===== config.mk =====
export PLATFORM = sky130hd
export DESIGN_NAME = conseq00_frame_tx_flat
export DESIGN_NICKNAME = d
export VERILOG_FILES = /design/src/rtl/conseq00_frame_tx_if.sv /design/src/rtl/conseq00_frame_tx.sv /design/src/flat_wrapper.sv
export SDC_FILE = /design/constraint.sdc
export NUM_CORES = 1
export LEC_CHECK = 0
export CORE_MARGIN = 2
export CORE_UTILIZATION = 55
export DETAILED_ROUTE_END_ITERATION = 8
export PLACE_DENSITY = 0.79
export SLEW_MARGIN = 20
export SYNTH_ARGS = -nofsm -noshare
export SYNTH_HDL_FRONTEND = slang
export SYNTH_SLANG_ARGS = --single-unit

===== constraint.sdc =====
create_clock -name clk -period 3 [get_ports clk]
set_input_delay 0.75 -clock clk [delete_from_list [all_inputs] [get_ports clk]]
set_output_delay 0.75 -clock clk [all_outputs]
set_load 0.005 [all_outputs]

===== src/rtl/conseq00_frame_tx_if.sv =====
// Parallel-in / serial-out link between a word source and conseq00_frame_tx.
// The slave side is the transmitter; the master side is the word source and line observer.
interface conseq00_frame_tx_if #(
    parameter int DATA_W = 8
);
    logic [DATA_W-1:0] din;
    logic              din_valid;
    logic              din_ready;
    logic              tx_bit;
    logic              tx_active;
    logic              tx_done;

    modport master (
        output din,
        output din_valid,
        input  din_ready,
        input  tx_bit,
        input  tx_active,
        input  tx_done
    );

    modport slave (
        input  din,
        input  din_valid,
        output din_ready,
        output tx_bit,
        output tx_active,
        output tx_done
    );
endinterface


===== src/rtl/conseq00_frame_tx.sv =====
// Bit-stuffed serial frame transmitter: START, stuffed MSB-first payload, odd parity, "00" end.
// START hits the line the cycle after accept; din_ready is high only in IDLE, words offered while busy wait.
module conseq00_frame_tx #(
    parameter int DATA_W = 8
) (
    input  logic                clk,
    input  logic                reset_n,
    conseq00_frame_tx_if.slave  bus
);
    localparam int CNT_W = (DATA_W > 2) ? $clog2(DATA_W) : 1;
    localparam logic [CNT_W-1:0] LAST_IDX = CNT_W'(DATA_W - 1);

    localparam logic [2:0] S_IDLE   = 3'd0;
    localparam logic [2:0] S_START  = 3'd1;
    localparam logic [2:0] S_DATA   = 3'd2;
    localparam logic [2:0] S_STUFF  = 3'd3;
    localparam logic [2:0] S_PARITY = 3'd4;
    localparam logic [2:0] S_END0   = 3'd5;
    localparam logic [2:0] S_END1   = 3'd6;

    localparam logic [1:0] R_DATA   = 2'd0;
    localparam logic [1:0] R_PARITY = 2'd1;
    localparam logic [1:0] R_END0   = 2'd2;

    // state always names the frame element currently on tx_bit
    logic [2:0]        state, nxt_state;
    logic [1:0]        ret, nxt_ret;
    logic [DATA_W-1:0] sh, nxt_sh;
    logic [CNT_W-1:0]  cnt, nxt_cnt;
    logic              par, nxt_par;
    logic              bit_q, nxt_bit;
    logic              done_q, nxt_done;
    logic              accept;
    logic              more_bits;

    assign accept    = (state == S_IDLE) && bus.din_valid;
    assign more_bits = (cnt != LAST_IDX);

    always_comb begin
        nxt_state = state;
        nxt_ret   = ret;
        nxt_sh    = sh;
        nxt_cnt   = cnt;
        nxt_par   = par;
        nxt_bit   = 1'b1;
        nxt_done  = 1'b0;
        case (state)
            S_IDLE: begin
                if (accept) begin
                    nxt_state = S_START;
                    nxt_bit   = 1'b0;
                    nxt_sh    = bus.din;
                    nxt_cnt   = '0;
                    nxt_par   = ~^bus.din;
                end
            end
            S_START: begin
                nxt_state = S_STUFF;
                nxt_ret   = R_DATA;
                nxt_bit   = 1'b1;
            end
            S_DATA: begin
                if (more_bits) begin
                    nxt_cnt = cnt + 1'b1;
                end
                if (!bit_q) begin
                    nxt_state = S_STUFF;
                    nxt_ret   = more_bits ? R_DATA : R_PARITY;
                    nxt_bit   = 1'b1;
                end else if (more_bits) begin
                    nxt_state = S_DATA;
                    nxt_bit   = sh[DATA_W-1];
                    nxt_sh    = {sh[DATA_W-2:0], 1'b0};
                end else begin
                    nxt_state = S_PARITY;
                    nxt_bit   = par;
                end
            end
            S_STUFF: begin
                case (ret)
                    R_DATA: begin
                        nxt_state = S_DATA;
                        nxt_bit   = sh[DATA_W-1];
                        nxt_sh    = {sh[DATA_W-2:0], 1'b0};
                    end
                    R_PARITY: begin
                        nxt_state = S_PARITY;
                        nxt_bit   = par;
                    end
                    default: begin
                        nxt_state = S_END0;
                        nxt_bit   = 1'b0;
                    end
                endcase
            end
            S_PARITY: begin
                if (!bit_q) begin
                    nxt_state = S_STUFF;
                    nxt_ret   = R_END0;
                    nxt_bit   = 1'b1;
                end else begin
                    nxt_state = S_END0;
                    nxt_bit   = 1'b0;
                end
            end
            S_END0: begin
                nxt_state = S_END1;
                nxt_bit   = 1'b0;
                nxt_done  = 1'b1;
            end
            S_END1: begin
                nxt_state = S_IDLE;
                nxt_bit   = 1'b1;
            end
            default: begin
                nxt_state = S_IDLE;
                nxt_bit   = 1'b1;
            end
        endcase
    end

    always_ff @(posedge clk or negedge reset_n) begin
        if (!reset_n) begin
            state  <= S_IDLE;
            ret    <= R_DATA;
            sh     <= '0;
            cnt    <= '0;
            par    <= 1'b0;
            bit_q  <= 1'b1;
            done_q <= 1'b0;
        end else begin
            state  <= nxt_state;
            ret    <= nxt_ret;
            sh     <= nxt_sh;
            cnt    <= nxt_cnt;
            par    <= nxt_par;
            bit_q  <= nxt_bit;
            done_q <= nxt_done;
        end
    end

    assign bus.din_ready = (state == S_IDLE);
    assign bus.tx_bit    = bit_q;
    assign bus.tx_active = (state != S_IDLE);
    assign bus.tx_done   = done_q;
endmodule


===== src/flat_wrapper.sv =====
// flat-port wrapper written by rule: the top's interface ports become plain ports
module conseq00_frame_tx_flat 
#(
    parameter int DATA_W = 8
)
  (clk, reset_n, bus_din, bus_din_valid, bus_din_ready, bus_tx_bit, bus_tx_active, bus_tx_done);
  conseq00_frame_tx_if #(.DATA_W(DATA_W)) bus_i ();
  input  logic clk;
  input  logic reset_n;
  input wire logic [$bits(bus_i.din)-1:0] bus_din;
  input wire logic [$bits(bus_i.din_valid)-1:0] bus_din_valid;
  output wire logic [$bits(bus_i.din_ready)-1:0] bus_din_ready;
  output wire logic [$bits(bus_i.tx_bit)-1:0] bus_tx_bit;
  output wire logic [$bits(bus_i.tx_active)-1:0] bus_tx_active;
  output wire logic [$bits(bus_i.tx_done)-1:0] bus_tx_done;
  assign bus_i.din = bus_din;
  assign bus_i.din_valid = bus_din_valid;
  assign bus_din_ready = bus_i.din_ready;
  assign bus_tx_bit = bus_i.tx_bit;
  assign bus_tx_active = bus_i.tx_active;
  assign bus_tx_done = bus_i.tx_done;
  conseq00_frame_tx #(.DATA_W(DATA_W)) u_core (.clk(clk), .reset_n(reset_n), .bus(bus_i));
endmodule

==> metrics.md <==
| Metric | Value |
|---|---|
| Status | finished clean |
| Placed Instances | 149 |
| Worst Setup End Kind | output pin |
| Vias/cell | 5.71 |
| Leak | 0.557 nW |
| Post-CTS Setup Bufs | 0 |
| Clk sink count | 19 |
| Worst skew pair latency | 0.29 ns |
| First-pass GRT wire length | 3930 um |
| Final setup violation count | 0 |
| Synth area leaders | dfrtp_1, mux2_2, ha_1 |
| Fin crit period | 2.54 ns |
| Iter 0 DRT Violations | 15 |
| GRT Overall Usage | 21.0% |
| RSZ-0062 raised after global routing | no |
| Mean routed wirelength per cell | 14.9 um |
| Synth Flop Type | dfrtp_1 |
| Die Area | 2500 um2 |
| Reg-to-reg slack, setup | 0.81 ns |
| Synth warn | 0 |
| FF-to-FF End | u_core.sh[0]$_DFFE_PN0P_ |
| Final ANT Viol Nets | 0 |
| Post-Synthesis Cells | 113 |
| Synthesized Nets | 129 |
| Post-synth EDFFs | 0 |
| RD Place Congestion | 0.917 |
| Layout cells sized above 1 | 17.5% |
| Port bufs | 14 |
| Vias in the first global route | 846 |
| Max cap viols | 0 |
| CTS tree | built |
| Seq/Total Area, Yosys | 40.9% |
| DP Area | 1310 um2 |
| Min-Delay Endpoint | u_core.par$_DFFE_PN0P_ |
| Total power draw | 1.29 mW |
| Worst slew pin tran | 0.858 ns |
| Area Growth Syn to Fin | 14.7% |
| VDD IR-drop max | 744 uV |
| Bufs on Longest Clock Path | 2 |
| FP Rows | 16 |
| Max-slew headroom | 42.6% |
| Seq cells post-synth | 19 |
| Die Y | 50.0 um |
| Hold WC Path Type | reg2reg |
| Syn_area_per_cell | 10.3 um2 |
| Vias | 873 |
| Yosys cell types | 36 |
| Remaining global-route overflow | 0 |
| Final WL | 2270 um |
| Leading area contributor after synthesis | dfrtp_1 |
| Core Area | 1980 um2 |
| Die W | 50.0 um |
| Final Hold Viols | 0 |
| Final instance area | 1340 um2 |
| Initial Util | 58.8% |
| Max Clk Rate | 0.393 GHz |
| CP Data Required Time | 2.25 ns |
| # DRC | 0 |
| CP Launch Type | flop |
| Quantity of hold-fixing buffers added after cts | 0 |
| H-tree levels | 1 |
| Post-synth top area share | 38.7% |
| Clock slew at reported path FFs | 0.11 ns |
| Final worst-path cycle share | 84.7% |
| # IOs | 15 |
| Most frequent cells after synthesis | dfrtp_1, mux2_2, a21oi_1, inv_1, nor2_1 |
| Fin nets | 143 |
| FFs w/ async S/R, synth | 100% |
| Layout fillers | 158 |
| Post-CTS Resized | 0 |
| Final Non-Filler Cells | 153 |
| Crit Path Class | reg2out |
| Cts bufs inserted | 3 |
| Slew Viols, Final | 0 |
| Crit path DAT | 1.79 ns |
| Post-DP HPWL | 1730 um |
| Mapped cell area | 1160 um2 |
| Most instantiated library cell after synthesis | dfrtp_1 |
| Hold Crit Start | u_core.par$_DFFE_PN0P_ |
| CTS root buf | clkbuf_4 |
| Initial antenna violation count | 0 |
| FF-to-FF Start | u_core.state[2]$_DFFE_PN0P_ |
| CP Max Fanout | 17 |
| Diodes inserted | 0 |
| Hold depth | 2 |
| Clock Skews | 0.00437 ns |
| TNS Setup | 0 ns |
| PD cells | 968 nW/um2 |
| Largest net degree at the start of global routing | 20 |
| Reg2reg path depth | 5 |
| Core Util, Final | 67.4% |
| Pre-Repair DR Iteration Count | 4 |
## cell usage in the layout, fill, tap and decap left out, drive strengths merged
master         netlist  layout
a21oi                9       9
clkbuf               2       4
o31a                 1       1
or2                  1       1
a32o                 1       1
o21bai               1       1
nand3                1       1
nand3b               1       1
mux2i                2       2
nand2b               2       2
nor2                 7       7
o32ai                1       1
or3b                 1       1
o21ai                6       6
inv                  7       7
ha                   5       5
xnor2                6       6
a31oi                1       1
mux2                14      14
xor2                 1       1
nor2b                4       4
a311o                1       1
dfrtp               18      18
dfstp                1       1
a22o                 2       2
o211ai               1       1
a21boi               1       1
nand2                6       6
o21a                 1       1
clkdlybuf4s50        0      14
nor3                 5       5
## area by class of cell
| class | count | area, um2 | area share (%) |
|---|---|---|---|
| inverter | 7 | 26.3 | 1.97 |
| timing repair buffer | 14 | 140 | 10.5 |
| sequential | 19 | 477 | 35.7 |
| multi-input combinational | 82 | 633 | 47.4 |
| clock buffer | 4 | 26.3 | 1.97 |
| tap | 27 | 33.8 | 2.53 |
## worst max path at each step
stage,start,endpoint,cells after the start
6_report,u_core.state[0]$_DFFE_PN0P_,bus_din_ready,2
5_1_grt,u_core.state[0]$_DFFE_PN0P_,bus_din_ready,2
4_1_cts,u_core.state[0]$_DFFE_PN0P_,bus_din_ready,2
3_5_place_dp,bus_din_valid,u_core.sh[0]$_DFFE_PN0P_,5
3_3_place_gp,bus_din_valid,u_core.sh[3]$_DFFE_PN0P_,5
2_1_floorplan,u_core.state[2]$_DFFE_PN0P_,u_core.sh[0]$_DFFE_PN0P_,7
## flip-flops by register name, summed over array words and instances, names as in the netlist
signal	cells
u_core.sh	8
u_core.par	1
u_core.bus.tx_bit	1
u_core.bus.tx_done	1
u_core.cnt	3
u_core.ret	2
u_core.state	3
## power by group
part | internal (mW) | switching, mW
sequential | 0.368 | 0.120
combinational | 0.371 | 0.306
clock | 0.0517 | 0.0776
total | 0.790 | 0.504
## metrics by stage
step | setup WS [ns] | hold WS, ns
after floorplan | 0.960 | 0.449
after global placement | 0.573 | 0.473
after detailed placement | 0.537 | 0.485
after CTS | 0.470 | 0.510
after global routing | 0.388 | 0.533
final | 0.459 | 0.507
## metal layers
layer  GRT usage (%)  wire, um
met4            8.80        36
met3            4.24       102
met1            25.6       981
met5               0         0
met2            35.5      1150
## logic make-up after synthesis
kind of cell               Yosys count  synth area share (%)
muxes                               16                  15.3
buffers and inverters               12                  4.73
DFF                                 19                  40.9
adders and majority gates            5                  5.37
and+or+nand+nor                     28                  13.9
AOI/OAI and AO/OA                   26                  14.6
xor gates and xnor gates             7                  5.26
## critical path, stage by stage, from the launching register on
cell and delay [ns]:
dfrtp_1 0.59, nor3_4 0.34, clkdlybuf4s50_1 0.57
(Power assumes the default switching activity.)
